[config.mk]
export PLATFORM = sky130hd
export DESIGN_NAME = mem_wb_queue
export DESIGN_NICKNAME = d
export VERILOG_FILES = /design/src/rtl/mem_wb_queue.sv
export SDC_FILE = /design/constraint.sdc
export NUM_CORES = 1
export LEC_CHECK = 0
export CELL_PAD_IN_SITES_DETAIL_PLACEMENT = 0
export CELL_PAD_IN_SITES_GLOBAL_PLACEMENT = 2
export CORE_AREA = 2 2 151 123
export CTS_BUF_LIST = sky130_fd_sc_hd__clkbuf_8
export CTS_CLUSTER_SIZE = 12
export DETAILED_ROUTE_END_ITERATION = 8
export DIE_AREA = 0 0 153 125
export PLACE_DENSITY = 0.91
export SLEW_MARGIN = 25
export SYNTH_ARGS = -nofsm -noshare
export SYNTH_HDL_FRONTEND = slang
export SYNTH_SLANG_ARGS = --single-unit
[constraint.sdc]
create_clock -name clk_i -period 2.99 [get_ports clk_i]
set_clock_uncertainty 0.2 [all_clocks]
set_input_delay 0.299 -clock clk_i [delete_from_list [all_inputs] [get_ports clk_i]]
set_output_delay 0.299 -clock clk_i [all_outputs]
set_load 0.02 [all_outputs]
[src/rtl/mem_wb_queue.sv]
// MEM/WB writeback queue: resolves ALU/LOAD/MUL/VPU results, aligns loads, buffers them in a DEPTH-entry FIFO.
// Optional MEM_WB_BYPASS_EN: 0-cycle bypass of a resolved result straight onto wb_* when the queue is empty.
module mem_wb_queue #(
    parameter int XLEN  = 32,
    parameter int DEPTH = 2,
    parameter int RD_W  = 5
) (
    input  logic                         clk_i,
    input  logic                         rst_ni,
    input  logic                         flush_i,
    input  logic                         in_valid_i,
    output logic                         in_ready_o,
    output logic                         stall_o,
    input  logic [1:0]                   in_fu_i,
    input  logic [RD_W-1:0]              in_rd_i,
    input  logic [XLEN-1:0]              in_result_i,
    input  logic [1:0]                   in_ld_size_i,
    input  logic                         in_ld_unsigned_i,
    input  logic [XLEN-1:0]              mul_result_i,
    input  logic                         dcache_wait_i,
    input  logic [XLEN-1:0]              dcache_data_i,
    input  logic                         vpu_valid_i,
    input  logic [XLEN-1:0]              vpu_result_i,
    output logic                         wb_valid_o,
    input  logic                         wb_ready_i,
    output logic [RD_W-1:0]              wb_rd_o,
    output logic [XLEN-1:0]              wb_data_o,
    output logic [$clog2(DEPTH+1)-1:0]   count_o
);

    localparam int OFF_W = $clog2(XLEN/8);
    localparam int PTR_W = $clog2(DEPTH);
    localparam int CNT_W = $clog2(DEPTH+1);

    localparam logic [1:0] FU_ALU  = 2'd0;
    localparam logic [1:0] FU_LOAD = 2'd1;
    localparam logic [1:0] FU_MUL  = 2'd2;
    localparam logic [1:0] FU_VPU  = 2'd3;

    logic [RD_W-1:0]  rd_q   [DEPTH];
    logic [XLEN-1:0]  data_q [DEPTH];
    logic [PTR_W-1:0] wr_ptr_q, rd_ptr_q;
    logic [CNT_W-1:0] count_q;

    logic             resolved;
    logic [XLEN-1:0]  res_data;
    logic [OFF_W+2:0] sh_amt;
    logic [XLEN-1:0]  ld_shift;
    logic [XLEN-1:0]  ld_ext;
    logic             fifo_valid;
    logic             push;
    logic             pop;
    logic             bypass_take;

    assign sh_amt   = {in_result_i[OFF_W-1:0], 3'b000};
    assign ld_shift = dcache_data_i >> sh_amt;

    always_comb begin
        ld_ext = '0;
        case (in_ld_size_i)
            2'd0: ld_ext = in_ld_unsigned_i ? XLEN'(ld_shift[7:0])  : XLEN'($signed(ld_shift[7:0]));
            2'd1: ld_ext = in_ld_unsigned_i ? XLEN'(ld_shift[15:0]) : XLEN'($signed(ld_shift[15:0]));
            default: begin
                // a D access on a 32-bit datapath degrades to W
                if (XLEN == 64 && in_ld_size_i == 2'd3) ld_ext = ld_shift;
                else ld_ext = in_ld_unsigned_i ? XLEN'(ld_shift[31:0]) : XLEN'($signed(ld_shift[31:0]));
            end
        endcase
    end

    always_comb begin
        resolved = 1'b1;
        res_data = in_result_i;
        case (in_fu_i)
            FU_ALU:  res_data = in_result_i;
            FU_LOAD: begin
                resolved = ~dcache_wait_i;
                res_data = ld_ext;
            end
            FU_MUL:  res_data = mul_result_i;
            FU_VPU:  begin
                resolved = vpu_valid_i;
                res_data = vpu_result_i;
            end
            default: res_data = in_result_i;
        endcase
    end

    assign fifo_valid = (count_q != '0);
    assign pop        = fifo_valid & wb_ready_i & ~flush_i;

`ifdef MEM_WB_BYPASS_EN
    logic bypass;
    assign bypass      = rst_ni & in_valid_i & resolved & ~flush_i & ~fifo_valid;
    assign bypass_take = bypass & wb_ready_i;
    assign wb_valid_o  = fifo_valid | bypass;
    assign wb_rd_o     = fifo_valid ? rd_q[rd_ptr_q]   : (bypass ? in_rd_i  : '0);
    assign wb_data_o   = fifo_valid ? data_q[rd_ptr_q] : (bypass ? res_data : '0);
`else
    assign bypass_take = 1'b0;
    assign wb_valid_o  = fifo_valid;
    assign wb_rd_o     = rd_q[rd_ptr_q];
    assign wb_data_o   = data_q[rd_ptr_q];
`endif

    assign push = in_valid_i & resolved & ~flush_i & ~bypass_take &
                  ((count_q < CNT_W'(DEPTH)) | (wb_ready_i & fifo_valid));

    assign in_ready_o = push | bypass_take;
    assign stall_o    = in_valid_i & ~in_ready_o;
    assign count_o    = count_q;

    always_ff @(posedge clk_i or negedge rst_ni) begin
        if (!rst_ni) begin
            wr_ptr_q <= '0;
            rd_ptr_q <= '0;
            count_q  <= '0;
            for (int i = 0; i < DEPTH; i++) begin
                rd_q[i]   <= '0;
                data_q[i] <= '0;
            end
        end else if (flush_i) begin
            wr_ptr_q <= '0;
            rd_ptr_q <= '0;
            count_q  <= '0;
        end else begin
            if (push) begin
                rd_q[wr_ptr_q]   <= in_rd_i;
                data_q[wr_ptr_q] <= res_data;
                wr_ptr_q         <= wr_ptr_q + PTR_W'(1);
            end
            if (pop) rd_ptr_q <= rd_ptr_q + PTR_W'(1);
            case ({push, pop})
                2'b10:   count_q <= count_q + CNT_W'(1);
                2'b01:   count_q <= count_q - CNT_W'(1);
                default: count_q <= count_q;
            endcase
        end
    end

endmodule

==> metrics, run 1 <==
DRT iter0 DRCs 234; Gate Count Post-Synth 532; simple-gate share of the synthesized area 0.121; Crit Path Category primary input to primary output; Post-CTS Setup Bufs 0; cell area after synthesis between 5000 and 6000 sq um; fmax 388 MHz; floorplan die height 125 um; final net count 849; CTS tree built; Req. time, crit path approximately 2500 ps; Num Clock Sinks 78; Worst EP arrival 2080 ps; total power 4000 uW; Hold Startpoint data_q[23]; Avg Vias per Cell 4.93; static leakage 0.00306 uW; layout cells sized above 1 0.188; startpoint type of the worst setup path primary input; CP Capture Type primary output; largest family of logic cells by synthesized area multiplexers; CTS Buffer Depth 2; largest net degree at the start of global routing around 80; final setup violating endpoints 0; total of max-cap violations 0; Boundary Pins 187; via count around 4600; Skew-Pair Late Insertion Delay 360 ps; CP Buf/Inv Count 4; min Tclk post-route 2570 ps; Yosys reg bits 78; DRT antenna net count 0; max-slew violations 0; # port buffers 186; area grow syn2layout 46.1%; CP Cell Sequence clkdlybuf4s50_1, inv_1, a211oi_1, nand2_1, inv_1, clkdlybuf4s50_1; Slew HR 0.506; H-tree Lvls 3; CP max stage delay 600 ps; Post-DP HPWL 13400 um; final std cells w/o fill 939; RSZ-0062 raised after global routing no; Tot GR Track Use 0.182; xor/xnor share of the synthesized area 0.00521; Worst Tran Pin Value 741 ps; TritonRoute pass-1 iters 5; Core ar. 17800 sq um; CP Max Fanout 3; sequential area share after synthesis 0.387; CTS Root Cell clkbuf_8; Critical R2R Launch count_o[1]; DP Cell Count 922; Max IR drop VDD between 0.0002 and 0.00025 V; Die W 153 um; Fin Hold WS ~280 ps; outcome finished, final reports clean; area share of fa/ha/maj cells after synthesis 0; vias in the first global route 4974; yosys warns 0; initial antenna violation count 2; Routed WL between 15000 and 20000 um; DRC viols 0; grt total ovfl 0; Reg clk slew, reported paths 80 ps; family with the most delay on the worst path buffers and inverters; syn avg cell area 9.49 sq um; HP Class flip-flop to flip-flop; mux cell area share after synthesis 0.266; period utilization 0.861; Synthesized Nets 677; Cell variety after synth 34; worst setup path startpoint wb_ready_i; placed cell area between 7000 and 8000 sq um; Initial Utilization 0.284; global-route wire length before repair 27000 um; Worst path slowest cell clkdlybuf4s50_1; Synth Area in Compound Gates 0.174; FP Rows 44; setup TNS 0 ps; post-DR wirelength/cell 18.3 um; Power Dens Cells 543 nW/um^2; fin area between 7000 and 8000 sq um; TritonCTS Buffers 9; Final GP Congestion 0.884; Final Hold Viols 0; die area about 19000 sq um
==> worst reg2reg max path, cell delays in order (launching register included) <==
cell      delay, ps
dfrtp_1         430
a211oi_1        410
nand2_1         120
buf_4           180
nor2_4           70
buf_4           250
mux2_2          380
==> layout make-up <==
class	instances	area, sq um
clock inverters	5	81.3
repair buffers	205	2010
flip-flops and latches	78	1950
clock buffers	10	138
diodes	1	2.50
well taps	230	288
fillers	1800	10400
multi-input cells	398	2860
inverters	12	45.0
==> Yosys cell counts, drive strengths merged <==
master	instances	area share
inv	12	0.0089
and2	8	0.0099
nor2b	13	0.016
mux2i	34	0.067
a21oi	30	0.030
nand3b	10	0.015
nor2	25	0.020
a221oi	2	0.0047
nand2	60	0.045
and3b	1	0.0017
o211ai	10	0.015
xor2	2	0.0035
or2	3	0.0037
a2bb2oi	8	0.014
buf	21	0.021
o22ai	1	0.0012
o2111ai	1	0.0017
o21ai	67	0.066
a211oi	8	0.012
o2bb2ai	8	0.014
clkbuf	23	0.017
mux2	87	0.19
mux4	1	0.0045
nand2b	2	0.0025
xnor2	1	0.0017
a21o	1	0.0030
o311ai	7	0.012
nand3	8	0.0079
dfrtp	78	0.39
==> kinds of logic after synthesis <==
kind of cell           count (synthesis)
AND/OR/NAND/NOR                      130
multiplexers                         122
buffers and inverters                 56
flip-flops                            78
XOR/XNOR                               3
AO/OA/AOI/OAI                        143
==> layout by cell type (no fill, tap or decap), drive strengths merged <==
cell type | synthesis | final
clkdlybuf4s50 | 0 | 182
mux2 | 87 | 87
dfrtp | 78 | 78
o21ai | 67 | 67
nand2 | 60 | 60
mux2i | 34 | 34
a21oi | 30 | 30
nor2 | 25 | 25
buf | 21 | 22
nor2b | 13 | 13
inv | 12 | 13
nand3b | 10 | 10
o211ai | 10 | 10
clkbuf | 23 | 10
a211oi | 8 | 8
and2 | 8 | 8
o2bb2ai | 8 | 8
a2bb2oi | 8 | 8
nand3 | 8 | 8
o311ai | 7 | 7
or2 | 3 | 3
xor2 | 2 | 2
nand2b | 2 | 2
bufinv | 0 | 2
a221oi | 2 | 2
diode | 0 | 1
xnor2 | 1 | 1
o2111ai | 1 | 1
and3b | 1 | 1
mux4 | 1 | 1
a21o | 1 | 1
o22ai | 1 | 1
clkinvlp | 0 | 1
clkinv | 0 | 1
dlygate4sd3 | 0 | 1
==> registers in the layout, summed over array words and instances, names as in the netlist <==
name	cells
data_q	64
wr_ptr_q	1
rd_ptr_q	1
count_o	2
rd_q	10
==> where the power goes <==
group | total, uW | switching, uW | internal [uW]
Clock | 879 | 390 | 489
Sequential | 1510 | 149 | 1360
Combinational | 1620 | 737 | 879
==> per-layer routing <==
layer / part of all wire / up-vias / routed length [um] / track usage
li1: - / 2246 / - / -
met1: 0.43 / 2213 / 7300 / 0.218
met2: 0.48 / 146 / 8240 / 0.312
met3: 0.078 / 20 / 1340 / 0.0645
met4: 0.016 / 2 / 266 / 0.0479
met5: 0.00082 / - / 14 / 0
==> timing repair <==
| action | CTS | global route |
|---|---|---|
| hold buffers | 1 | 0 |
| resized for setup | 0 | 0 |
| endpoints found under the setup margin | 0 | 0 |
| endpoints found under the hold margin | 78 | 0 |
==> per-stage QoR <==
step	setup slack, ps	util
finish	416	0.415
global route	258	0.415
CTS	424	0.414
detailed placement	207	0.402
global placement	325	0.402
floorplan	959	-
==> final timing paths <==
path / slack [ps] / to / depth (start not counted)
setup / recovery: 420 / in_ready_o / 6
hold / removal: 280 / data_q[23] / 2
setup reg to reg: 820 / data_q[62] / 6
hold reg to reg: 280 / data_q[23] / 2
max in group asynchronous: 1720 / rd_ptr_q / 2
min in group asynchronous: 290 / data_q[26] / 2
Power figures use the tool's default switching activity.
==> inputs of run 2 (changes only) <==
--- a/constraint.sdc
+++ b/constraint.sdc
@@ -3,3 +3,3 @@
 set_input_delay 0.299 -clock clk_i [delete_from_list [all_inputs] [get_ports clk_i]]
 set_output_delay 0.299 -clock clk_i [all_outputs]
-set_load 0.02 [all_outputs]
+set_load 0.1 [all_outputs]
==> metrics, run 2 (synthesis gave the netlist of run 1 again) <==
Max IR drop VDD 0.000289 V; final net count 842; DP Cell Count 915; global-route wire length before repair 26100 um; Req. time, crit path about 2500 ps; Core ar. 17800 sq um; Die W between 150 and 200 um; max-slew violations 0; Post-DP HPWL 13000 um; period utilization 0.833; H-tree Lvls 3; CTS Root Cell clkbuf_8; TritonRoute pass-1 iters 4; Skew-Pair Late Insertion Delay 350 ps; most common cell after layout, fill and taps aside clkdlybuf4s50_1; CP Capture Type primary output; FP Rows 44; CP Max Fanout 5; Fin Hold WS between 200 and 300 ps; area grow syn2layout 45.3%; # port buffers 186; via count roughly 4600; Final Hold Viols 0; Largest register FFs between 60 and 70; outcome finished, final reports clean; Num Clock Sinks 78; GR Util met3 0.0582; total of max-cap violations 0; Resized Gates After CTS 0; setup TNS 0 ps; Biggest register data_q; min Tclk post-route 2490 ps; commonest cells after routing, fill and taps aside 140 x clkdlybuf4s50_1, 87 x mux2_2, 77 x dfrtp_1; Filler cells 1743; Final GP Congestion 0.860; fmax 401 MHz; floorplan die height 125 um; Layout Utilization 0.413; static leakage 0.00311 uW; vias in the first global route 4745; initial antenna violation count 2; met2 Usage GRT 0.290; Avg Vias per Cell 4.94; Worst EP arrival 1990 ps; die area 19100 sq um; Worst Tran Pin Value 758 ps; Reg clk slew, reported paths around 80 ps; final std cells w/o fill approximately 930; hold depth 2; grt total ovfl 0; fin area 7340 sq um; GR Layer Usage met1 0.221; Boundary Pins 187; Power Dens Cells about 680 nW/um^2; Routed WL ~17000 um; CTS Buffer Depth 2; Crit Path Category primary input to primary output; HP Class flip-flop to flip-flop; Tot GR Track Use 0.175; TritonCTS Buffers 9; GR peak layer met2; placed cell area ~7100 sq um; Initial Utilization 0.284; post-DR wirelength/cell 17.9 um; final setup violating endpoints 0; layout cells sized above 1 0.242; startpoint type of the worst setup path primary input; RSZ-0062 raised after global routing no; R2R cell count 4; largest net degree at the start of global routing 79; Slew HR 0.495; CTS tree built; DRC viols 0; DRT iter0 DRCs 184; DRT antenna net count 0
## run 2: worst paths after layout
check	startpoint	to	slack (ps)
min in group asynchronous	rst_ni	data_q[24]	290
worst max register to register	count_o[1]	data_q[63]	660
worst min-delay path	data_q[37]	data_q[37]	280
max in group asynchronous	rst_ni	data_q[50]	1720
worst min register to register	data_q[37]	data_q[37]	280
worst max-delay path	wb_ready_i	stall_o	500
## run 2: timing repair
item	4_1_cts	5_1_grt
hold endpoints to repair	78	0
hold buffers	1	0
setup buffers	0	0
## run 2: area by class of cell
| class | instances | area [sq um] | area share |
|---|---|---|---|
| tap | 230 | 288 | 0.0392 |
| clock buffer | 9 | 124 | 0.0169 |
| clock inverter | 7 | 80.1 | 0.0109 |
| timing repair buffer | 198 | 1970 | 0.269 |
| sequential | 78 | 1950 | 0.266 |
| antenna | 1 | 2.50 | 0.000341 |
| inverter | 12 | 45.0 | 0.00614 |
| multi-input combinational | 398 | 2870 | 0.391 |
## run 2: through the flow
stage	total power (uW)	setup slack (ps)
finish	4970	499
detailed placement	4180	239
CTS	5020	486
floorplan	3460	2.88
global route	5220	383
global placement	4130	344
## run 2: critical path, cell delays in order
cell,delay (ps)
clkdlybuf4s50_1,470
inv_1,70
a211oi_1,440
nand2_1,260
inv_1,230
nor2_4,50
buf_12,160
## run 2: routing by layer
layer / part of all wire / vias up / wire, um
met2: 0.47 / 166 / 7910
met1: 0.43 / 2179 / 7140
met3: 0.085 / 25 / 1430
li1: - / 2234 / -
met5: 0.00078 / - / 13
met4: 0.015 / 2 / 245
## run 2: where the power goes
| group | leakage [uW] | total [uW] | switching [uW] | internal, uW |
|---|---|---|---|---|
| sequential | 0.000974 | 1520 | 157 | 1360 |
| combinational | 0.00203 | 2630 | 1750 | 878 |
| clock | 0.000103 | 826 | 427 | 399 |
==> inputs of run 3 (changes only) <==
CORE_AREA = 2 2 166 135   (was 2 2 151 123)
DIE_AREA = 0 0 168 137   (was 0 0 153 125)
PLACE_DENSITY = 0.81   (was 0.91)
clock period = 2.2 ns   (was 2.99 ns; I/O delays follow)
==> metrics, run 3 (synthesis gave the netlist of run 1 again) <==
outcome finished, final reports clean; Worst EP arrival 1680 ps; FP Rows 48; final net count slightly below 900; TritonRoute pass-1 iters 5; total of max-cap violations 0; max-slew violations 0; Worst Tran Pin Value 648 ps; DP Cell Count 1003; R2R Setup Slk 130 ps; grt total ovfl 0; global-route wire length before repair 28200 um; total power 7330 uW; RSZ-0062 raised after global routing no; Post-DP HPWL approximately 15000 um; Crit Path Category flip-flop to primary output; Avg Vias per Cell around 4.6; CP max stage delay about 500 ps; CTS Root Cell clkbuf_8; min Tclk post-route around 2100 ps; Slew HR 0.563; post-DR wirelength/cell 17.6 um; floorplan die height approximately 140 um; CP Cell Sequence a211oi_4, nand2_4, clkinvlp_4, nor2_4, buf_12; Worst path slowest cell dfrtp_4; Tot GR Track Use 0.161; DRT iter0 DRCs 187; Core ar. roughly 21000 sq um; Skew-Pair Late Insertion Delay 370 ps; most common cell after layout, fill and taps aside clkdlybuf4s50_1; commonest cells after routing, fill and taps aside 140 x clkdlybuf4s50_1, 87 x mux2_2, 75 x dfrtp_1; vias in the first global route between 4000 and 5000; period utilization 0.956; Max IR drop VDD 0.000442 V; DRT antenna net count 0; die area between 20000 and 25000 sq um; CTS tree built; worst setup margin 96.0 ps; Final Hold Viols 0; Reg clk slew, reported paths around 90 ps; # port buffers 186; H-tree Lvls 3; via count about 4700; final std cells w/o fill 1024; reg2reg end data_q[59]; setup TNS 0 ps; largest net degree at the start of global routing 45; CP Max Fanout 5; fmax roughly 480 MHz; Largest register FFs 64; Power Dens Cells 893 nW/um^2; area grow syn2layout 62.7%; # diodes 0; Boundary Pins 187; Initial Utilization 0.237; Num Clock Sinks 78; Fin Hold WS 164 ps; final setup violating endpoints 0; TritonCTS Buffers 9; DRC viols 0; CTS Buffer Depth 2; startpoint type of the worst setup path flip-flop; Biggest register data_q; Routed WL 18000 um; CP Capture Type primary output; post-place setup slack -272 ps; Die W 168 um; Critical R2R Launch count_o[1]; HP Class primary input to async pin; static leakage 0.00347 uW; initial antenna violation count 0; R2R cell count 6; Final GP Congestion about 0.75; Req. time, crit path 1780 ps; layout cells sized above 1 0.298
-- run 3: area by class of cell --
class                      count  area [sq um]
clock buffer                   9           124
clock inverter                 7          57.6
fill                        2113         13100
inverter                      12          48.8
multi-input combinational    398          2890
sequential                    78          1960
tap                          275           344
timing repair buffer         245          2790
-- run 3: per-layer routing --
metal  track usage  vias to the layer above  routed length [um]
met4        0.0271                        0                 113
met3        0.0425                       10                1090
met5             0                        -                   0
li1              -                     2326                   -
met1         0.221                     2256                8700
met2         0.259                      130                8080
-- run 3: timing repair --
| item | 4_1_cts | 5_1_grt |
|---|---|---|
| pin swaps | 1 | 2 |
| hold buffers | 2 | 0 |
| setup endpoints to repair | 2 | 17 |
| endpoints found under the hold margin | 78 | 0 |
| resized for setup | 0 | 3 |
| buffers inserted | 2 | 2 |
-- run 3: worst max path at each step --
stage | startpoint | endpoint | slack (ps) | depth (start not counted)
floorplan | count_o[1] | stall_o | -250 | 4
global placement | in_result_i[1] | data_q[47] | -250 | 6
detailed placement | in_result_i[1] | data_q[47] | -270 | 6
CTS | count_o[1] | stall_o | 6 | 6
global route | in_result_i[1] | data_q[28] | 3 | 9
finish | count_o[1] | stall_o | 100 | 5
-- run 3: power breakdown --
part / internal [uW] / switching, uW
sequential: 1850 / 193
clock: 423 / 605
combinational: 1740 / 2530
total: 4010 / 3330
-- run 3: metrics by stage --
step                utilization  area [sq um]
floorplan                     -          5080
global placement          0.374          7980
detailed placement        0.374          7980
CTS                       0.385          8200
global route              0.385          8210
finish                    0.385          8210
-- run 3: critical path: cells and delay by family (launching register included) --
kind                   cells  cell delay [ps]
DFF                        1              500
buffers and inverters      2              300
AOI/OAI and AO/OA          1              340
and+or+nand+nor            2              180
